[config.mk]
export PLATFORM = sky130hd
export DESIGN_NAME = lsu_store_buffer
export DESIGN_NICKNAME = d
export VERILOG_FILES = /design/src/rtl/lsu_store_buffer.sv
export SDC_FILE = /design/constraint.sdc
export NUM_CORES = 1
export LEC_CHECK = 0
export CAP_MARGIN = 15
export CORE_AREA = 3 3 238 240
export CTS_CLUSTER_DIAMETER = 30
export DETAILED_ROUTE_END_ITERATION = 8
export DIE_AREA = 0 0 241 243
export GPL_ROUTABILITY_DRIVEN = 1
export PLACE_DENSITY = 0.46
export SLEW_MARGIN = 30
export SYNTH_ARGS = -nofsm -noshare
export SYNTH_HDL_FRONTEND = slang
export SYNTH_SLANG_ARGS = --single-unit
[constraint.sdc]
create_clock -name clk -period 9.6 [get_ports clk]
set_input_delay 2.4 -clock clk [delete_from_list [all_inputs] [get_ports clk]]
set_output_delay 2.4 -clock clk [all_outputs]
set_load 0.005 [all_outputs]
[src/rtl/lsu_store_buffer.sv]
`default_nettype none
// ============================================================================
// Module      : lsu_store_buffer
// Description : Memory-stage load/store unit. Stores are posted into a small
//               in-order FIFO that drains to a word-wide bus when the bus is
//               otherwise idle. Loads are aligned and extended, are checked
//               for misalignment, and wait for any buffered store to the same
//               word before they issue.
// Revision    : 1.0 - initial release
// ============================================================================
module lsu_store_buffer #(
    parameter int DATA_WIDTH = 32,
    parameter int ADDR_WIDTH = 32,
    parameter int SB_DEPTH   = 4
) (
    input  logic                    clk,
    input  logic                    rst,
    input  logic                    mem_read,
    input  logic                    mem_write,
    input  logic [1:0]              type_control,
    input  logic                    sign_ext_flag,
    input  logic [ADDR_WIDTH-1:0]   addr,
    input  logic [DATA_WIDTH-1:0]   write_data,
    output logic [DATA_WIDTH-1:0]   read_data,
    output logic                    mem_stall,
    output logic                    misaligned,
    output logic                    sb_empty,
    output logic                    bus_req,
    output logic                    bus_we,
    output logic [ADDR_WIDTH-1:0]   bus_addr,
    output logic [DATA_WIDTH-1:0]   bus_wdata,
    output logic [DATA_WIDTH/8-1:0] bus_wstrb,
    input  logic [DATA_WIDTH-1:0]   bus_rdata,
    input  logic                    bus_ready
);

    localparam int STRB_W  = DATA_WIDTH / 8;
    localparam int PTR_W   = $clog2(SB_DEPTH);
    localparam int CNT_W   = PTR_W + 1;
    localparam int WADDR_W = ADDR_WIDTH - 2;

    typedef enum logic [1:0] {
        ST_IDLE  = 2'd0,
        ST_DRAIN = 2'd1,
        ST_LOAD  = 2'd2
    } state_t;

    state_t                  state_q;
    logic [PTR_W-1:0]        head_q, tail_q;
    logic [CNT_W-1:0]        count_q, count_d;
    logic [SB_DEPTH-1:0]     valid_q;
    logic [WADDR_W-1:0]      sb_addr_q [SB_DEPTH];
    logic [DATA_WIDTH-1:0]   sb_data_q [SB_DEPTH];
    logic [STRB_W-1:0]       sb_strb_q [SB_DEPTH];

    logic [WADDR_W-1:0]      ld_addr_q;
    logic [1:0]              ld_off_q;
    logic [1:0]              ld_type_q;
    logic                    ld_sign_q;
    logic [DATA_WIDTH-1:0]   rdata_q;

    logic [WADDR_W-1:0]      w_word_addr;
    logic [1:0]              w_off;
    logic                    w_full, w_empty, w_hazard;
    logic                    w_enq, w_deq, w_load_go, w_load_done;
    logic [DATA_WIDTH-1:0]   w_st_masked, w_st_data;
    logic [STRB_W-1:0]       w_st_strb;
    logic [DATA_WIDTH-1:0]   w_ld_shifted, w_ld_ext;

    assign w_word_addr = addr[ADDR_WIDTH-1:2];
    assign w_off       = addr[1:0];
    assign w_full      = (count_q == CNT_W'(SB_DEPTH));
    assign w_empty     = (count_q == '0);
    assign sb_empty    = w_empty;

    // Half accesses need an even address, word accesses (and code 11) need 4-byte alignment
    always_comb begin
        misaligned = 1'b0;
        if (mem_read || mem_write) begin
            if (type_control == 2'b01)
                misaligned = addr[0];
            else if (type_control[1])
                misaligned = (addr[1:0] != 2'b00);
        end
    end

    // A load must wait while any buffered store targets the same word
    always_comb begin
        w_hazard = 1'b0;
        for (int i = 0; i < SB_DEPTH; i++) begin
            if (valid_q[i] && (sb_addr_q[i] == w_word_addr))
                w_hazard = 1'b1;
        end
        w_hazard = w_hazard & mem_read;
    end

    assign w_enq       = mem_write && !misaligned && !w_full;
    assign w_deq       = (state_q == ST_DRAIN) && bus_ready;
    assign w_load_go   = (state_q == ST_IDLE) && mem_read && !misaligned && !w_hazard;
    assign w_load_done = (state_q == ST_LOAD) && bus_ready;

    // Store data is trimmed to its size, then placed on its byte lanes with matching strobes
    always_comb begin
        case (type_control)
            2'b00: begin
                w_st_masked = {{(DATA_WIDTH-8){1'b0}}, write_data[7:0]};
                w_st_strb   = STRB_W'(1) << w_off;
            end
            2'b01: begin
                w_st_masked = {{(DATA_WIDTH-16){1'b0}}, write_data[15:0]};
                w_st_strb   = STRB_W'(3) << w_off;
            end
            default: begin
                w_st_masked = write_data;
                w_st_strb   = '1;
            end
        endcase
        w_st_data = w_st_masked << {w_off, 3'b000};
    end

    // Bring the addressed bytes down to bit 0 and extend to full width
    always_comb begin
        w_ld_shifted = bus_rdata >> {ld_off_q, 3'b000};
        case (ld_type_q)
            2'b00:   w_ld_ext = {{(DATA_WIDTH-8){ld_sign_q & w_ld_shifted[7]}}, w_ld_shifted[7:0]};
            2'b01:   w_ld_ext = {{(DATA_WIDTH-16){ld_sign_q & w_ld_shifted[15]}}, w_ld_shifted[15:0]};
            default: w_ld_ext = w_ld_shifted;
        endcase
    end

    assign read_data = w_load_done ? w_ld_ext : rdata_q;

    // Stall on a full buffer for stores, and for every load cycle except its completion
    always_comb begin
        mem_stall = 1'b0;
        if (!misaligned) begin
            if (mem_write && w_full)
                mem_stall = 1'b1;
            if (mem_read && !w_load_done)
                mem_stall = 1'b1;
        end
    end

    // Bus drive: head entry while draining, latched load address while loading
    always_comb begin
        bus_req   = 1'b0;
        bus_we    = 1'b0;
        bus_addr  = '0;
        bus_wdata = '0;
        bus_wstrb = '0;
        case (state_q)
            ST_DRAIN: begin
                bus_req   = 1'b1;
                bus_we    = 1'b1;
                bus_addr  = {sb_addr_q[head_q], 2'b00};
                bus_wdata = sb_data_q[head_q];
                bus_wstrb = sb_strb_q[head_q];
            end
            ST_LOAD: begin
                bus_req  = 1'b1;
                bus_addr = {ld_addr_q, 2'b00};
            end
            default: ;
        endcase
    end

    // Occupancy next state: simultaneous push and pop cancel out
    always_comb begin
        case ({w_enq, w_deq})
            2'b10:   count_d = count_q + CNT_W'(1);
            2'b01:   count_d = count_q - CNT_W'(1);
            default: count_d = count_q;
        endcase
    end

    // Store FIFO: push at the tail, pop at the head, pointers wrap naturally
    always_ff @(posedge clk) begin
        if (rst) begin
            head_q  <= '0;
            tail_q  <= '0;
            count_q <= '0;
            valid_q <= '0;
        end else begin
            if (w_deq) begin
                valid_q[head_q] <= 1'b0;
                head_q          <= head_q + PTR_W'(1);
            end
            if (w_enq) begin
                sb_addr_q[tail_q] <= w_word_addr;
                sb_data_q[tail_q] <= w_st_data;
                sb_strb_q[tail_q] <= w_st_strb;
                valid_q[tail_q]   <= 1'b1;
                tail_q            <= tail_q + PTR_W'(1);
            end
            count_q <= count_d;
        end
    end

    // Bus sequencer: a hazard-free load wins over draining, one transfer at a time
    always_ff @(posedge clk) begin
        if (rst) begin
            state_q   <= ST_IDLE;
            ld_addr_q <= '0;
            ld_off_q  <= 2'b00;
            ld_type_q <= 2'b00;
            ld_sign_q <= 1'b0;
            rdata_q   <= '0;
        end else begin
            case (state_q)
                ST_IDLE: begin
                    if (w_load_go) begin
                        ld_addr_q <= w_word_addr;
                        ld_off_q  <= w_off;
                        ld_type_q <= type_control;
                        ld_sign_q <= sign_ext_flag;
                        state_q   <= ST_LOAD;
                    end else if (!w_empty) begin
                        state_q <= ST_DRAIN;
                    end
                end
                ST_DRAIN: begin
                    if (bus_ready)
                        state_q <= ST_IDLE;
                end
                ST_LOAD: begin
                    if (bus_ready) begin
                        rdata_q <= w_ld_ext;
                        state_q <= ST_IDLE;
                    end
                end
                default: state_q <= ST_IDLE;
            endcase
        end
    end

endmodule
`default_nettype wire

==> results of run 1 <==
layout make-up:
type                            instances  share of cell area, %
Multi-Input combinational cell        737                  27.84
Antenna cell                            2                0.02275
Tap cell                              704                  4.003
Inverter                               48                 0.8188
Sequential cell                       346                  43.52
Clock inverter                         67                  2.951
Timing Repair Buffer                  224                  10.05
Clock buffer                          103                  10.79
registers in the layout, summed over array words and instances (netlist names), named ones only:
register   cells
ld_off_q       2
sb_strb_q     16
state_q        2
ld_type_q      2
sb_data_q    128
ld_addr_q     30
rdata_q       32
valid_q        4
count_q        3
tail_q         2
sb_addr_q    120
head_q         2
ld_sign_q      1
power by group:
group          switching, mW  total [mW]  internal [mW]
Sequential            0.0312        1.70           1.67
Clock                  0.924        2.93           2.01
Combinational          0.346       0.655          0.309
Total                   1.30        5.29           3.99
critical path: stages:
cell             delay (ns)
clkdlybuf4s50_1        0.54
nand2_1                0.36
a31oi_2                0.55
o41ai_4                0.32
a21oi_1                0.24
nor2_1                 0.06
clkdlybuf4s50_1        0.46
layout by cell type, fill, tap and decap left out, drive strengths merged, types with 2 or more instances in the layout:
| cell type | instances |
|---|---|
| edfxtp | 264 |
| clkdlybuf4s50 | 205 |
| xnor2 | 111 |
| clkbuf | 103 |
| dfxtp | 82 |
| nor2 | 75 |
| and2 | 70 |
| mux4 | 66 |
| inv | 57 |
| nand2 | 49 |
| clkinv | 43 |
| a21oi | 40 |
| a31o | 39 |
| o21ai | 35 |
| a311oi | 35 |
| nor2b | 32 |
| a22oi | 31 |
| mux2i | 27 |
| nand4 | 27 |
| buf | 19 |
| nor3 | 16 |
| xor2 | 13 |
| ha | 12 |
| nor4 | 10 |
| bufinv | 9 |
| o21a | 8 |
| a32oi | 8 |
| mux2 | 7 |
| nand3 | 7 |
| clkinvlp | 6 |
| or2 | 3 |
| o22ai | 3 |
| diode | 2 |
| o21bai | 2 |
| conb | 2 |
kinds of logic (layout without fill, tap and decap cells):
kind of cell,count (synthesis),in the layout,synth area share [%]
other,1,4,0.02295
xor gates and xnor gates,124,124,6.646
muxes,100,100,11.23
adders and majority gates,13,13,1.041
buffers and inverters,153,442,4.150
DFF,346,346,58.56
AOI/OAI and AO/OA,207,207,9.188
and+or+nand+nor,291,291,9.158
path summary, 6_finish.rpt:
check                                      start            end
worst max-delay path                   bus_ready  read_data[18]
worst max register to register  sb_addr_q[0][12]    ld_off_q[1]
worst min-delay path                  rdata_q[7]     rdata_q[7]
worst min register to register        rdata_q[7]     rdata_q[7]
through the flow:
stage	cells	setup slack (ns)	hold slack (ns)
floorplan	1236	3.616	0.4443
global placement	2058	2.280	0.4542
detailed placement	2059	2.258	0.4614
CTS	2229	2.232	0.4671
global route	2229	1.996	0.4769
finish	2231	2.250	0.4615
per-layer routing:
metal / up-vias / share of wire [%] / routed length, µm / GRT usage, %
li1: 5072 / - / - / -
met1: 5557 / 47 / 23770 / 24.32
met2: 294 / 46 / 23620 / 26.58
met3: 51 / 5.3 / 2706 / 4.340
met4: 2 / 1.6 / 822 / 4.921
met5: - / 0.022 / 11 / 0
==> metrics.csv, run 1 <==
metric;value;unit
port bufs;206;
leakage;7.187;nW
Core Util, Final;40.10;%
Initial DRC Count;655;
Final min period;7.350;ns
total power;5.291;mW
Reg2Reg Setup Slack;6.49;ns
antenna violations before repair;2;
DRT antenna net count;0;
total die area;58560;µm²
fill count;5177;
Reg clk slew, reported paths;0.04;ns
Initial Util;29.78;%
Row Count;86;
Worst setup SP type;input pin;
Num Clock Sinks;346;
RSZ-0062 raised after global routing;no;
post-synthesis cell count;1235;
CTS tree;done;
GRT Residual Overflow;0;
Max Clock Freq;136.1;MHz
Syn-to-layout area delta;34.66;%
post-DR wirelength/cell;22.83;µm
largest net degree at the start of global routing;68;
worst min path class;reg -> reg;
layout cells sized above 1;17.64;%
DR pass1 iterations;4;
Slew HR;38.00;%
Register Area;9577;µm²
post-detail-place hpwl;32970;µm
Detailed Route WL;50930;µm
CTS root buf;clkbuf_16;
latest clock arrival within the worst-skew pair;0.61;ns
mapped cell area;16340;µm²
Yosys cell types;46;
synthesized flop and latch total;346;
Setup Skew;0.02188;ns
Total Routing Usage GR;17.34;%
Synth Flop Type;edfxtp_1;
sequential element share of the synthesized area;58.56;%
core box area;54880;µm²
Worst-Margin Slew;0.9268;ns
max-slew violations;0;
Post-synth top cells;264 x edfxtp_1, 111 x xnor2_1, 82 x dfxtp_1;
asr flop ratio synth;0;%
syn_area_per_cell;13.23;µm²
critical path class;in -> out;
Syn. warnings;0;
most area-hungry cell type in the Yosys netlist;edfxtp_1;
synth top area cells;edfxtp_1 49%, dfxtp_1 10%, mux4_2 9.1%;
Setup TNS;0;ns
Hold Buf Count CTS;0;
VDD IR max;0.1102;mV
crit end category;output port;
residual DRC count;0;
Chip Width;241;µm
Num CTS Buffers;92;
routed vias/inst;4.920;
multi-input gate area in the final layout;6126;µm²
status;finished, final reports clean;
R2R cell count;7;
pwr dens;240.5;nW/µm²
Max Cap Violations;0;
first-pass GRT wire length;75460;µm
PostCTS Resize Cnt;0;
vias;10976;
fin area;22000;µm²
post-synth top area share;48.51;%
crit share post-route;76.56;%
Ports;209;
CP Data Arrival Time;4.95;ns
WHS Path Cells;2;
final setup fails;0;
CTS H-tree depth;3;
EDFF count, synth;264;
most common cell in the synthesized netlist;edfxtp_1;
Max Fanout on Critical Path;17;
Post-DP Area;18970;µm²
Placer Congestion;0.8020;
Max clock buf depth;3;
Die Ht;243;µm
Hold Vio Cnt, Final;0;
Final #Nets;1566;
post-CTS setup buffer count;0;
Worst Path Required;7.20;ns
number of global-route vias before repair;11371;
Note: power is estimated with default switching activity, not from simulation.
==> run 2: changes to the inputs <==
PLACE_DENSITY = 0.48   (was 0.46)
clock period = 6.6 ns   (was 9.6 ns; I/O delays follow)
==> run 2 against run 1 <==
Critical path depth did not move. Flip-flop and latch count did not move. First-iteration DRC count rose by 11%. Clock skew barely moved. Design area barely moved. Global-route usage fell by 0.34 points. Combinational power rose by 44%. Sequential power rose by 46%. Utilization barely moved. Via count rose by 2.1%. Setup slack got worse by 1.5 ns. Sequential share of layout area barely moved. Critical path type unchanged. Largest cell class unchanged.
==> metrics.csv, run 2 (synthesized netlist as in run 1, its figures left out) <==
metric;value;unit
CTS tree;done;
Num Clock Sinks;346;
Setup Skew;0.02145;ns
Slew HR;39.52;%
crit end category;output port;
Worst setup SP type;input pin;
Num CTS Buffers;92;
post-DR wirelength/cell;22.29;µm
Max Cap Violations;0;
routed vias/inst;5.006;
core box area;54880;µm²
Final min period;5.868;ns
Hold Vio Cnt, Final;0;
Die Ht;243;µm
GRT Residual Overflow;0;
DRT antenna net count;0;
most common cell after layout, fill and taps aside;edfxtp_1;
Hold Buf Count CTS;0;
Post-DP Area;19030;µm²
vias;11204;
VDD IR max;0.1872;mV
Worst Path Required;4.95;ns
Detailed Route WL;49880;µm
final setup fails;0;
Setup TNS;0;ns
Syn-to-layout area delta;34.62;%
fill count;5129;
total power;7.620;mW
antenna violations before repair;6;
layout cells sized above 1;17.19;%
CP Data Arrival Time;4.22;ns
Placer Congestion;0.8484;
largest net degree at the start of global routing;68;
post-detail-place hpwl;32600;µm
sequential share of power;32.6;%
fin area;22000;µm²
crit share post-route;88.90;%
Max Clock Freq;170.4;MHz
Core Util, Final;40.08;%
DR pass1 iterations;5;
Initial Util;29.78;%
RSZ-0062 raised after global routing;no;
Max Fanout on Critical Path;17;
Clk pwr share;55.0;%
total die area;58560;µm²
max-slew violations;0;
residual DRC count;0;
Reg with most FFs;sb_data_q;
switch share;24.30;%
port bufs;206;
Register Area;9577;µm²
Worst-Margin Slew;0.9072;ns
Total Routing Usage GR;17.00;%
number of global-route vias before repair;11723;
biggest regs;sb_data_q x128, sb_addr_q x120, rdata_q x32;
latest clock arrival within the worst-skew pair;0.61;ns
CTS root buf;clkbuf_16;
Row Count;86;
commonest non-fill, non-tap cells in the layout;264 x edfxtp_1, 205 x clkdlybuf4s50_1, 111 x xnor2_1;
Initial DRC Count;730;
CTS H-tree depth;3;
Ports;209;
post-CTS setup buffer count;0;
Max clock buf depth;3;
PostCTS Resize Cnt;0;
pwr dens;346.4;nW/µm²
Reg clk slew, reported paths;0.04;ns
critical path class;in -> out;
leakage;7.193;nW
Final #Nets;1572;
internal power;5.768;mW
Sw Pwr;1.852;mW
Chip Width;241;µm
status;finished, final reports clean;
post-place setup slack;0.7483;ns
Largest register FFs;128;
multi-input gate area in the final layout;6122;µm²
first-pass GRT wire length;74750;µm
worst min path class;reg -> reg;
Gate power share;12.4;%
final worst slack;0.7324;ns
==> run 2: changes by cell type in the layout (fill, tap and decap cells not counted), sizes merged <==
cell | before | now
buf | 19 | 25
bufinv | 9 | 8
clkbuf | 103 | 113
clkinv | 43 | 39
clkinvlp | 6 | 4
diode | 2 | 4
inv | 57 | 53
==> run 2: layout make-up <==
type	instances	share of cell area, %
flip-flops and latches	346	43.54
inverters	48	0.8191
repair buffers	230	10.32
diodes	4	0.04550
well taps	704	4.004
multi-input cells	737	27.83
clock inverters	56	2.486
clock buffers	113	10.96
==> run 2: worst max-delay path, cell delays in order <==
cell,delay [ns]
clkdlybuf4s50_1,0.53
nand2_1,0.39
a31oi_2,0.55
o41ai_4,0.31
a21oi_1,0.25
nor2_1,0.08
clkdlybuf4s50_1,0.45
==> run 2: power by group through the flow <==
| stage | sequential (mW) | clock [mW] | combinational, mW |
|---|---|---|---|
| 6_report | 2.48 | 4.19 | 0.946 |
| 5_1_grt | 2.49 | 4.42 | 1.03 |
| 4_1_cts | 2.48 | 4.28 | 0.965 |
| 3_5_place_dp | 2.52 | 0 | 0.960 |
| 3_3_place_gp | 2.53 | 0 | 0.941 |
| 2_1_floorplan | 2.50 | 0 | 0.542 |
==> run 2: routing by layer <==
layer	vias to the layer above	part of all wire, %	global-route usage (%)
li1	5097	-	-
met2	338	47	26.63
met1	5680	45	22.77
met5	-	0.058	0
met4	6	2.5	6.327
met3	83	5.9	4.204
==> run 2: per-stage QoR <==
stage | instances | hold WS, ns
after floorplan | 1236 | 0.4443
after global placement | 2064 | 0.4529
after detailed placement | 2065 | 0.4589
after CTS | 2234 | 0.4655
after global routing | 2236 | 0.4935
final | 2238 | 0.4620
==> run 2: path summary, 6_finish.rpt <==
check / startpoint / depth (start not counted) / endpoint / slack, ns
worst max-delay path: bus_ready / 7 / read_data[16] / 0.73
worst min-delay path: rdata_q[7] / 2 / rdata_q[7] / 0.46
worst max register to register: sb_addr_q[3][10] / 7 / ld_addr_q[17] / 3.44
worst min register to register: rdata_q[7] / 2 / rdata_q[7] / 0.46
